--- config.mk ---
export PLATFORM = sky130hd
export DESIGN_NAME = nn_inference_sdiv_11s_6ns_11_seq
export DESIGN_NICKNAME = d
export VERILOG_FILES = /design/src/rtl/nn_inference_div_pkg.sv /design/src/rtl/nn_inference_div_step.sv /design/src/rtl/nn_inference_sdiv_11s_6ns_11_seq.sv
export SDC_FILE = /design/constraint.sdc
export NUM_CORES = 1
export LEC_CHECK = 0
export CAP_MARGIN = 20
export CELL_PAD_IN_SITES_DETAIL_PLACEMENT = 2
export CELL_PAD_IN_SITES_GLOBAL_PLACEMENT = 2
export CORE_ASPECT_RATIO = 1.4
export CORE_MARGIN = 10
export CORE_UTILIZATION = 35
export CTS_CLUSTER_SIZE = 20
export DETAILED_ROUTE_END_ITERATION = 7
export DONT_BUFFER_PORTS = 1
export GPL_ROUTABILITY_DRIVEN = 0
export MAX_ROUTING_LAYER = met4
export PLACE_DENSITY = 0.72
export SLEW_MARGIN = 20
export SYNTH_ARGS = -nofsm -noshare
export SYNTH_HDL_FRONTEND = slang
export SYNTH_SLANG_ARGS = --single-unit
export TNS_END_PERCENT = 50
--- constraint.sdc ---
create_clock -name clk -period 2.45 [get_ports clk]
set_input_delay 0.245 -clock clk [delete_from_list [all_inputs] [get_ports clk]]
set_output_delay 0.245 -clock clk [all_outputs]
set_load 0.03 [all_outputs]
--- src/rtl/nn_inference_div_pkg.sv ---
`default_nettype none
// ============================================================================
// Module   : nn_inference_div_pkg
// Purpose  : Shared types and constants for the nn_inference 11s / 6ns
//            iterative signed divider (FSM states, iteration count,
//            remainder width and divide-by-zero saturation values).
// Ports    : none (package)
// Revision : 1.0 - initial release
// ============================================================================
package nn_inference_div_pkg;

    // Divider control states
    typedef enum logic [1:0] {
        IDLE = 2'd0,
        CALC = 2'd1,
        DONE = 2'd2
    } state_t;

    // One quotient bit per iteration, one iteration per dividend bit
    localparam int DIV_ITERS = 11;
    localparam int CNT_W     = 4;

    // Remainder accumulator width; the partial remainder is always below
    // twice the largest divisor (2*63), so 7 bits are enough.
    localparam int REM_W     = 7;

    // Divisor width
    localparam int DIVR_W    = 6;

    // Quotient reported for a zero divisor, by dividend sign
    localparam logic signed [10:0] Q_POS_SAT = 11'sd1023;
    localparam logic signed [10:0] Q_NEG_SAT = -11'sd1024;

endpackage : nn_inference_div_pkg
`default_nettype wire

--- src/rtl/nn_inference_div_step.sv ---
`default_nettype none
// ============================================================================
// Module   : nn_inference_div_step
// Purpose  : One combinational restoring-division step. Shifts the next
//            dividend bit into the partial remainder and subtracts the
//            divisor when it fits.
// Ports    : i_rem_in   - partial remainder from previous step (< divisor)
//            i_next_bit - next dividend magnitude bit, MSB first
//            i_div      - unsigned divisor
//            o_rem_out  - updated partial remainder
//            o_q_bit    - quotient bit produced by this step
// Revision : 1.0 - initial release
// ============================================================================
module nn_inference_div_step
    import nn_inference_div_pkg::*;
(
    input  logic [REM_W-2:0]  i_rem_in,
    input  logic              i_next_bit,
    input  logic [DIVR_W-1:0] i_div,
    output logic [REM_W-1:0]  o_rem_out,
    output logic              o_q_bit
);

    logic [REM_W-1:0] w_shift;
    logic [REM_W-1:0] w_div_ext;
    logic             w_fits;

    // The incoming remainder is below the divisor (at most 62), so it fits
    // in REM_W-1 bits and the shifted value always fits in REM_W bits.
    assign w_shift   = {i_rem_in, i_next_bit};
    assign w_div_ext = {1'b0, i_div};
    assign w_fits    = (w_shift >= w_div_ext);

    assign o_q_bit   = w_fits;
    assign o_rem_out = w_fits ? (w_shift - w_div_ext) : w_shift;

endmodule : nn_inference_div_step
`default_nettype wire

--- src/rtl/nn_inference_sdiv_11s_6ns_11_seq.sv ---
`default_nettype none
// ============================================================================
// Module   : nn_inference_sdiv_11s_6ns_11_seq
// Purpose  : Sequential signed divider, 11-bit signed dividend by 6-bit
//            unsigned divisor, truncating toward zero. One quotient bit per
//            ce-active cycle; result strobed 12 cycles after accept.
// Ports    : clk      - clock, rising edge
//            reset    - asynchronous active-low reset
//            ce       - clock enable, low freezes all state
//            start    - request, accepted when start & ready & ce
//            din0     - signed dividend
//            din1     - unsigned divisor
//            ready    - high when a new request can be accepted
//            dout_vld - one-cycle strobe when quotient/remainder/dbz update
//            dout_quo - signed quotient
//            dout_rem - signed remainder, sign follows dividend
//            dbz      - divide-by-zero flag for the current result
// Revision : 1.0 - initial release
// ============================================================================
module nn_inference_sdiv_11s_6ns_11_seq
    import nn_inference_div_pkg::*;
#(
    parameter int ID         = 1,
    parameter int din0_WIDTH = 11,
    parameter int din1_WIDTH = 6,
    parameter int dout_WIDTH = 11
)
(
    input  logic                  clk,
    input  logic                  reset,
    input  logic                  ce,
    input  logic                  start,
    input  logic [din0_WIDTH-1:0] din0,
    input  logic [din1_WIDTH-1:0] din1,
    output logic                  ready,
    output logic                  dout_vld,
    output logic [dout_WIDTH-1:0] dout_quo,
    output logic [REM_W-1:0]      dout_rem,
    output logic                  dbz
);

    // Instance tag only; carries no function
    logic w_unused_id;
    assign w_unused_id = (ID == 0);

    state_t                  r_state;
    state_t                  w_next_state;
    logic                    w_ready;
    logic                    w_accept;

    logic [CNT_W-1:0]        r_cnt;
    logic                    r_sign;
    logic [din0_WIDTH-1:0]   r_mag;
    logic [din1_WIDTH-1:0]   r_div;
    logic [REM_W-1:0]        r_rem_acc;
    logic [dout_WIDTH-1:0]   r_q;

    logic [dout_WIDTH-1:0]   r_quo;
    logic [REM_W-1:0]        r_rem;
    logic                    r_dbz;
    logic                    r_vld;

    logic [din0_WIDTH-1:0]   w_abs;
    logic [REM_W-1:0]        w_step_rem;
    logic                    w_step_q;

    // Two's-complement negate in the same width; read as unsigned this
    // gives |-1024| = 1024 correctly.
    assign w_abs = din0[din0_WIDTH-1] ? (~din0 + 1'b1) : din0;

    nn_inference_div_step u_step (
        .i_rem_in   (r_rem_acc[REM_W-2:0]),
        .i_next_bit (r_mag[din0_WIDTH-1]),
        .i_div      (r_div),
        .o_rem_out  (w_step_rem),
        .o_q_bit    (w_step_q)
    );

    always_comb begin
        w_next_state = r_state;
        w_ready      = 1'b0;
        case (r_state)
            IDLE: begin
                w_ready = 1'b1;
                if (start) begin
                    w_next_state = CALC;
                end
            end
            CALC: begin
                if (r_cnt == '0) begin
                    w_next_state = DONE;
                end
            end
            DONE: begin
                w_ready      = 1'b1;
                w_next_state = start ? CALC : IDLE;
            end
            default: begin
                w_next_state = IDLE;
            end
        endcase
    end

    assign w_accept = start & w_ready;

    always_ff @(posedge clk or negedge reset) begin
        if (!reset) begin
            r_state   <= IDLE;
            r_cnt     <= '0;
            r_sign    <= 1'b0;
            r_mag     <= '0;
            r_div     <= '0;
            r_rem_acc <= '0;
            r_q       <= '0;
            r_quo     <= '0;
            r_rem     <= '0;
            r_dbz     <= 1'b0;
            r_vld     <= 1'b0;
        end else if (ce) begin
            r_state <= w_next_state;
            r_vld   <= 1'b0;

            case (r_state)
                CALC: begin
                    r_rem_acc <= w_step_rem;
                    r_q       <= {r_q[dout_WIDTH-2:0], w_step_q};
                    r_mag     <= {r_mag[din0_WIDTH-2:0], 1'b0};
                    r_cnt     <= r_cnt - 1'b1;
                end
                DONE: begin
                    r_vld <= 1'b1;
                    if (r_div == '0) begin
                        r_dbz <= 1'b1;
                        r_quo <= r_sign ? Q_NEG_SAT : Q_POS_SAT;
                        r_rem <= '0;
                    end else begin
                        r_dbz <= 1'b0;
                        r_quo <= r_sign ? (-r_q) : r_q;
                        r_rem <= r_sign ? (-r_rem_acc) : r_rem_acc;
                    end
                end
                default: begin
                end
            endcase

            // Loading a new operation in DONE overrides the working registers
            // after the finished result has been taken from them above.
            if (w_accept) begin
                r_sign    <= din0[din0_WIDTH-1];
                r_mag     <= w_abs;
                r_div     <= din1;
                r_rem_acc <= '0;
                r_q       <= '0;
                r_cnt     <= CNT_W'(DIV_ITERS - 1);
            end
        end
    end

    assign ready    = w_ready;
    assign dout_vld = r_vld;
    assign dout_quo = r_quo;
    assign dout_rem = r_rem;
    assign dbz      = r_dbz;

endmodule : nn_inference_sdiv_11s_6ns_11_seq
`default_nettype wire

After elaboration in Yosys (flattened, before gate mapping)
Cells that the tools add are included.
W data, S select, Z words.
{ "word_totals": {"reg_bits": 62, "elab_cells": 54} }
{ "op_classes": {"n_addsub": 5, "magnitude_cmp": 1, "n_eq_ne": 4, "mux": 22, "bitwise": 2, "n_reduce_logical": 9} }
{ "ops": {"columns": ["op", "count"], "rows": [
  ["$mux W11", 8],
  ["$mux W7", 5],
  ["$add A11 B1 Y11 const B", 1],
  ["$neg A11 Y11", 1],
  ["$not A11 Y11", 1],
  ["$mux W4", 2],
  ["$ge A7 B6 Y1", 1],
  ["$neg A7 Y7", 1],
  ["$sub A7 B6 Y7", 1],
  ["$logic_not A6 Y1", 1],
  ["$pmux W2 S3", 1],
  ["$reduce_and A2 Y1", 3],
  ["$logic_not A4 Y1", 1],
  ["$mux W1", 4],
  ["$mux W2", 2],
  ["$ne A2 B2 Y1 const B", 2],
  ["$sub A4 B1 Y4 const B", 1],
  ["$reduce_and A3 Y1", 1],
  ["$eq A2 B1 Y1 const B", 1],
  ["$eq A2 B2 Y1 const B", 1],
  ["$logic_not A2 Y1", 1],
  ["$reduce_bool A2 Y1", 1],
  ["$reduce_or A2 Y1", 1],
  ["$and A1 B1 Y1", 1]
]} }

Logic depth before layout (Yosys ltp)
Gate-level depths: netlist of the first run.
{ "logic_depth": {"ltp_word": 6, "ltp_mapped": 8, "ltp_nobuf": 8} }

By module
A second synthesis of the first run with hierarchy kept.
{ "hier_totals": {"hier_cells": 372, "area_unflattened_um2": 3559.7} }
{ "modules_own_cells": {"columns": ["module", "instances", "cells_each", "area_each_um2", "seq_area_each_um2"], "rows": [
  ["nn_inference_sdiv_11s_6ns_11_seq", 1, 318, 3136.8, 1551.5],
  ["nn_inference_div_step", 1, 54, 422.9, 0.0]
]} }

Least setup slack after synthesis of the first run
Ideal clock, no wire load.
{ "synth_path": {"path_type": "flip-flop to flip-flop", "start": "register r_rem_acc[3]", "end": "register r_rem_acc[0]", "setup_ns": 0.121, "arrival_ns": 1.792, "setup_slack_ns": 0.537, "stages_incl_launch_ff": 7, "n_path_buf": 0, "synth_period_minus_slack_ns": 1.913, "cell_sequence": "dfrtp_1 ha_1 a21o_1 a211oi_4 o31ai_4 mux2i_1 a22o_1"} }
{ "synth_via": {"elab_chain_len": 4} }
{ "synth_lines": {"columns": ["element", "line", "source"], "rows": [
  ["start, declared", "nn_inference_sdiv_11s_6ns_11_seq.sv:55", "logic [REM_W-1:0] r_rem_acc;"],
  ["start signal, assigned", "nn_inference_sdiv_11s_6ns_11_seq.sv:125", "r_rem_acc <= w_step_rem;"],
  ["$ge A7 B6 Y1", "nn_inference_div_step.sv:32", "assign w_fits = (w_shift >= w_div_ext);"],
  ["$mux W7", "nn_inference_div_step.sv:35", "assign o_rem_out = w_fits ? (w_shift - w_div_ext) : w_shift;"],
  ["$mux W7", "nn_inference_sdiv_11s_6ns_11_seq.sv:123", "case (r_state)"],
  ["$mux W7", "nn_inference_sdiv_11s_6ns_11_seq.sv:148", "if (w_accept) begin"]
]} }
Every way passes these cells. The select of a mux whose other input is x is not followed.
A chain may end at the register's enable or synchronous reset.

Final worst setup path of the first run
{ "layout_path": {"start": "register r_rem_acc[3]", "end": "register r_rem_acc[1]"} }
Same word-level chain as after synthesis.

==> impl.org, run 1 <==
** Outcome
- Result of the run :: finished clean

** Worst setup path
- Crit-path max cell delay :: 450 ps
- Worst-path cell chain :: ha_1 -> a21o_1 -> a211oi_4 -> o31ai_4 -> mux2i_1 -> a22o_1
- Worst Path Max Fanout :: 9
- STA classifies the critical path endpoint as a flop.
- The worst setup path is launched from a flop.
- Among all stages on the critical path, the largest delay is contributed by dfrtp_1.
- For the worst flop-to-flop path, the logic depth is 6.
- In this run the critical register-to-register path is captured at r_rem_acc[1].
- Critical setup path kind :: reg -> reg
- For flop-to-flop paths, the worst setup slack is 370 ps.
- R2r startpoint :: r_rem_acc[3]
- Worst Path Arrival :: 2300 ps
- STA puts the critical path data required time at 2670 ps.

** Global route
- Overall Global Routing Usage :: 14.7%
- Antenna violations before repair :: 0
- Largest net degree at the start of global routing :: 63
- Vias in the first global route :: 3144
- The first global-routing pass estimated 16300 um of wire.
- Summed over all layers, the global routing overflow is 0.

** Floorplan
- In this run the count of I/O pins placed on the die edge is 42.
- Area of the die :: 14300 um^2
- The die is 138 um tall.
- Starting utilization of the core area :: 36.2%
- Placeable Area :: 9560 um^2
- The floorplan step set the die width to 104 um.
- Standard-cell row count :: 42

** STA
- Unrepaired setup endpoints after global routing :: false
- The number of endpoints with negative hold slack in the final report was 0.
- Number of pins with negative max-slew slack in the final report :: 0
- For this run, the top clock speed supported by timing is 0.481 GHz.
- Sum of negative setup slack :: 0 ps
- Final period util :: 84.9%
- Headroom to the max-slew limit came out at 47.5%.
- Clock skew after layout :: 4.81 ps
- Tmin final :: 2080 ps
- The tightest hold path in the finished design has a slack of 19.9 ps.
- Setup violations remaining at the end of the flow were counted as 0.
- At the pin with the least slew margin, the transition time is 787 ps.

** Synthesis
- By area the synthesized netlist is led by dfrtp_1 45%, o21ai_0 6.9%, nand2_1 6.6%.
- In this run the biggest area consumer among cell types represents 44.8% of the synthesized area.
- After synthesis, the netlist uses 49 different library cells.
- Cell type with the largest total area after synthesis :: dfrtp_1
- After synthesis the netlist holds a flip-flop and latch count of 62.
- In this run, synthesis inferred 0 flip-flops with an integrated enable.
- Mean instance size in the synthesized netlist :: 9.17 um^2
- For this run, asynchronously set or reset flops after synthesis account for 100%.
- Synth warnings :: 0
- Synthesized netlist cell count :: 378
- Sequential elements use 44.8% of the synthesized area.
- Prevailing post-synth register cell :: dfrtp_1
- Synth Net Count :: 411
- Cell area after technology mapping :: 3470 um^2

** Power and ir drop
- Maximum resistive drop on vdd :: 388 uV
- Leakage :: 1.73 nW
- Power per unit of standard cell area :: 1460 nW/um^2

** Drt
- The detailed router finished its first iteration with 82 violations.
- DRT antenna net count :: 0
- After detailed routing, the total wire length is 9770 um.
- Dividing the detail-routed wire length by the instance count gives 18.9 um.
- For this block, the via count after detailed routing is 2808.
- For this run, design rule violations remaining after detail routing come to 0.
- Vias per inst :: 5.42
- For this run, the detailed router's first-pass iteration total came to 4.

** Place
- Dpl cell area :: 3630 um^2
- Detailed placement ended at an HPWL of 6970 um.
- Number of port buffers :: 0

** Worst hold path
- The worst hold path belongs to the class in -> reg.
- In this run the most critical hold path is launched from ce.
- Worst hold endpoint :: dout_vld
- Counting instances, the worst hold path has a depth of 1.

** Layout
- Of the cells placed in the final design, the portion with a size suffix greater than 1 is 8.03%.
- Number of nets in the layout :: 415
- Antenna diodes :: 0
- Final core utilization :: 41.1%
- Summing all non-filler instances in the final layout gives an area of 3930 um^2.
- Synth-to-layout area growth :: 13.5%

** Clock network
- Total number of H-tree levels :: 3
- The tree is rooted in a clkbuf_16.
- For this design, the sink count on the clock tree is 62.
- Clock slew seen by the registers of the worst setup and hold paths :: 50 ps
- Buffer depth of the longest clock path :: 2
- The later pin in the worst-skew pair is clocked with a latency of 340 ps.
- Clock tree from TritonCTS :: built
- Gates resized during post-CTS repair numbered 0.
- CTS Buf Count :: 9

** Flow run
- Max cap viols :: 0
layout by cell type (no fill, tap or decap), types with 2 or more instances in the layout:
cell       count
dfrtp_1       62
nand2_1       61
o21ai_0       48
inv_1         23
a21oi_1       21
a22o_1        13
nor2_1        12
o31ai_1       12
xor2_1        11
ha_1          11
buf_4         10
clkbuf_16      9
a22oi_1        8
mux2i_1        7
nor2b_1        6
xnor2_1        6
nand2b_1       5
or3_1          4
nand3_1        3
nor4_1         3
a31oi_1        3
nor3_1         3
nor3b_1        3
o211ai_1       3
clkbuf_1       3
a21o_1         2
nor3_2         2
and2_1         2
nand4_1        2
o22ai_1        2
o221ai_1       2
clkbuf_8       2
worst max-delay path, delay by kind of cell, from the launching register on:
| kind | cells | cell delay (ps) |
|---|---|---|
| AOI/OAI and AO/OA | 4 | 940 |
| DFF | 1 | 450 |
| muxes | 1 | 150 |
| adders and majority gates | 1 | 420 |
power by group:
group          leakage (nW)  switching (mW)  internal (mW)  total (mW)
Clock                 0.133           0.437          0.732        1.17
Sequential            0.805           0.552           1.41        1.97
Combinational         0.792            1.56           1.05        2.61
final cells by class:
| class | instances | area [um^2] |
|---|---|---|
| sequential | 62 | 1550 |
| multi-input combinational | 274 | 1750 |
| fill | 1065 | 5630 |
| timing repair buffer | 12 | 113 |
| tap | 132 | 165 |
| clock buffer | 14 | 264 |
| inverter | 23 | 86.3 |
| clock inverter | 1 | 5.00 |
cells by family (layout without fill, tap and decap cells):
| kind of cell | Yosys count | after routing | synth area share (%) |
|---|---|---|---|
| compound gates | 125 | 125 | 23.7 |
| xor+xnor | 17 | 17 | 4.30 |
| fa+ha+maj | 12 | 12 | 4.55 |
| buf+inv | 42 | 50 | 4.77 |
| flops | 62 | 62 | 44.8 |
| mux | 7 | 7 | 2.02 |
| simple gates | 113 | 113 | 15.9 |
metrics by stage:
step / cells / setup WS, ps / total power [mW]
after CTS: 518 / 369 / 5.83
after floorplan: 378 / 537 / 3.83
final: 518 / 371 / 5.74
after global placement: 501 / 432 / 4.43
after global routing: 518 / 255 / 6.26
after detailed placement: 501 / 381 / 4.57
synth_stat cells, types with 2 or more instances:
master    number
a21o_1         2
a21oi_1       21
a22o_1        13
a22oi_1        8
a31oi_1        3
and2_1         2
buf_2          6
clkbuf_1      13
dfrtp_1       62
ha_1          11
inv_1         23
mux2i_1        7
nand2_1       61
nand2b_1       5
nand3_1        3
nand4_1        2
nor2_1        12
nor2b_1        6
nor3_1         3
nor3_2         2
nor3b_1        3
nor4_1         3
o211ai_1       3
o21ai_0       48
o221ai_1       2
o22ai_1        2
o31ai_1       12
or3_1          4
xnor2_1        6
xor2_1        11
worst max-delay path by stage:
stage,start,end,slack [ps],cells past startpoint
after floorplan,r_rem_acc[3],r_rem_acc[0],540,6
after global placement,r_rem_acc[3],r_rem_acc[1],430,6
after detailed placement,r_rem_acc[3],r_rem_acc[1],380,6
after CTS,r_rem_acc[3],r_rem_acc[1],370,6
after global routing,r_rem_acc[4],r_rem_acc[4],250,5
final,r_rem_acc[3],r_rem_acc[1],370,6
metal layers:
| metal | global-route usage [%] | vias to the layer above | routed length [um] |
|---|---|---|---|
| met4 | 4.96 | 0 | 138 |
| met2 | 26.6 | 58 | 5160 |
| met3 | 4.96 | 13 | 531 |
| met1 | 14.6 | 1382 | 3940 |
| li1 | - | 1355 | - |
| met5 | - | - | 0 |
flip-flops by register name, summed over array words and instances, names as in the netlist:
| signal | flops |
|---|---|
| dout_rem | 7 |
| r_q | 11 |
| r_state | 2 |
| r_mag | 11 |
| dout_vld | 1 |
| r_cnt | 4 |
| dbz | 1 |
| r_div | 6 |
| dout_quo | 11 |
| r_rem_acc | 7 |
| r_sign | 1 |
repair_timing:
action,4_1_cts,5_1_grt
buffers inserted,0,0
hold endpoints to repair,62,0
hold buffers,2,0
Power figures use the tool's default switching activity.
==> run 2: changes to the inputs <==
clock period = 2 ns   (was 2.45 ns; I/O delays follow)
==> impl.org, run 2 (synthesized netlist as in run 1, its figures left out) <==
** Clock network
- Clock root buffer master :: clkbuf_16
- TritonCTS built the clock tree.
- CTS Buf Count :: 9
- The clock passes through at most 2 buffers.
- The H-tree generated during clock tree synthesis spans 3 levels.
- Clock network latency to the later pin of the worst-skew pair :: 330 ps
- For this design, the sink count on the clock tree is 62.
- Clock slew seen by the registers of the worst setup and hold paths :: 50 ps

** STA
- The number of endpoints with negative hold slack in the final report was 0.
- Number of pins with negative max-slew slack in the final report :: 0
- In the finished design, the share of the clock period the worst path needs comes to 95.9%.
- Setup violations remaining at the end of the flow were counted as 0.
- For the pin with the worst max-slew slack, the measured transition is 555 ps.
- Measured against its own limit, the worst slew margin works out to 62.9%.
- Derived from the worst setup path, the maximum achievable clock frequency is 0.521 GHz.
- In the post-route analysis, the smallest setup slack over all paths is 82.0 ps.
- The routed design could run at a clock period as short as 1920 ps.
- Clock skew after layout :: 4.80 ps
- Final hold slack :: 14.1 ps

** Layout
- Measured on the finished design, the core utilization comes to 43.7%.
- Commonest non-fill, non-tap cells in the layout :: 62 x dfrtp_1, 61 x nand2_1, 48 x o21ai_0
- Most common cell after layout, fill and taps aside :: dfrtp_1
- The finished layout holds 539 standard cells, fillers aside.
- Synth-to-layout area growth :: 20.5%
- Antenna diodes :: 0
- In the final layout, the share of cells above drive strength 1 is 13.3%.
- For this run, the post-layout net count is 436.

** Worst setup path
- FF-to-FF End :: r_rem_acc[1]
- The critical path is of the reg -> reg type.
- The worst setup path is captured at a flop.
- For this run, the slowest stage of the critical path takes 360 ps.
- CP top delay family :: compound AO/OA/AOI/OAI gates
- R2r startpoint :: r_div[3]
- Worst path bufs/invs :: 1
- Worst-path cell chain :: inv_1 -> ha_1 -> a21o_1 -> a211oi_4 -> o31ai_4 -> mux2i_1 -> a22o_1
- Worst endpoint required time :: 2210 ps
- Cell at the slowest stage of the critical path :: a211oi_4
- Along the worst path, the maximum fanout reaches 5.
- STA puts the critical path data arrival time at 2130 ps.
- FF-to-FF setup slack :: 80 ps
- Critical path startpoint category :: flop
- For the worst flop-to-flop path, the logic depth is 7.

** Floorplan
- Placeable Area :: 9560 um^2
- Die boundary width :: 104 um
- Standard-cell row count :: 42
- Vertical extent of the die :: 138 um
- Area of the die :: 14300 um^2
- 42 I/O pins were placed.
- For this configuration, the core starts out at a cell density of 36.2%.

** Global route
- Antenna violations before repair :: 0
- Global routing finished with a remaining overflow of 0.
- Entering global routing, the biggest net connects 63 pins.
- In the global route stage, overall resource usage came out at 15.3%.
- Vias in the first global route :: 3284
- Wire length of the first global-routing pass :: 17200 um

** Power and ir drop
- Share of power burned in the clock network :: 18.9%
- Maximum resistive drop on vdd :: 490 uV
- Power spread over the standard cell area amounts to 1810 nW/um^2.
- Internal Pwr Total :: 4.20 mW
- In this run, flip-flops and latches consume 31.8% of the power.
- In this run the power spent charging and discharging nets is 3.35 mW.
- In this run switching power makes up 44.4% of total power.
- Relative contribution of combinational cells to total power :: 49.3%
- Leakage :: 1.84 nW

** Worst hold path
- In this run the most critical hold path is launched from din1[5].
- Type of the worst min-delay path :: in -> reg
- The path with the worst hold slack has its endpoint at r_div[5].
- Hold path cells :: 2

** Place
- At the placement stage, the worst setup path has a slack of -30.4 ps.
- Summed over all nets, the half-perimeter wirelength after detailed placement is 7370 um.
- Number of cells after detailed placement :: 514
- Number of port buffers :: 0

** Flow run
- Max cap viols :: 0

** Outcome
- The run finished with clean final reports.

** Drt
- Summed over all layers, the routed wires come to 10400 um.
- Vias per inst :: 5.53
- The routed layout has 2978 vias.
- In the routed design, unresolved DRC markers number 0.
- Wire length per cell after detailed routing :: 19.3 um
- Violation count after the first detailed-route iteration :: 111
- DRT antenna net count :: 0
- Number of iterations in the first detailed-routing pass :: 4
-- run 2: cell count changes in the layout (fill, tap and decap cells not counted), moves of 2 or more --
cell           delta
buf_12            +2
buf_4            +12
dlygate4sd3_1     +6
ha_1              -2
-- run 2: repair_timing --
action	CTS	global route
buffers inserted	0	1
hold buffers	8	0
gates resized for setup	2	9
hold endpoints to repair	68	0
setup endpoints to repair	5	5
gates cloned	1	0
pin swaps	1	3
-- run 2: layout make-up --
class,count,area (um^2)
timing repair buffer,32,303
fill,1057,5390
tap,132,165
inverter,23,86.3
clock inverter,1,5.00
clock buffer,14,264
multi-input combinational,275,1800
sequential,62,1550
-- run 2: layer usage --
layer	share of wire, %	GRT usage, %	vias to the layer above
met5	0	-	-
met4	1.3	6.05	0
met3	3.8	3.55	11
met2	53	27.7	49
met1	42	15.9	1513
li1	-	-	1405
-- run 2: how the worst max path moves through the flow --
stage,startpoint,end,slack [ps],depth (start not counted)
floorplan,r_rem_acc[3],r_rem_acc[0],90,6
global placement,r_div[4],r_rem_acc[0],70,7
detailed placement,r_div[4],r_rem_acc[2],-30,6
CTS,r_div[4],r_rem_acc[1],8,7
global route,r_rem_acc[2],r_rem_acc[4],-2,5
finish,r_div[3],r_rem_acc[1],80,7
-- run 2: through the flow --
stage | total power, mW | setup TNS (ps) | instance area, um^2
6_report | 7.56 | 0 | 4180
5_1_grt | 8.20 | -1.56 | 4180
4_1_cts | 7.50 | 0 | 4140
3_5_place_dp | 5.85 | -58.0 | 3750
3_3_place_gp | 5.62 | 0 | 3750
2_1_floorplan | 4.69 | 0 | 3470
-- run 2: power groups by stage --
| stage | logic [mW] | registers (mW) | clock network (mW) |
|---|---|---|---|
| 2_1_floorplan | 2.44 | 2.25 | 0 |
| 3_3_place_gp | 3.23 | 2.39 | 0 |
| 3_5_place_dp | 3.42 | 2.43 | 0 |
| 4_1_cts | 3.61 | 2.41 | 1.47 |
| 5_1_grt | 4.18 | 2.48 | 1.53 |
| 6_report | 3.73 | 2.40 | 1.43 |
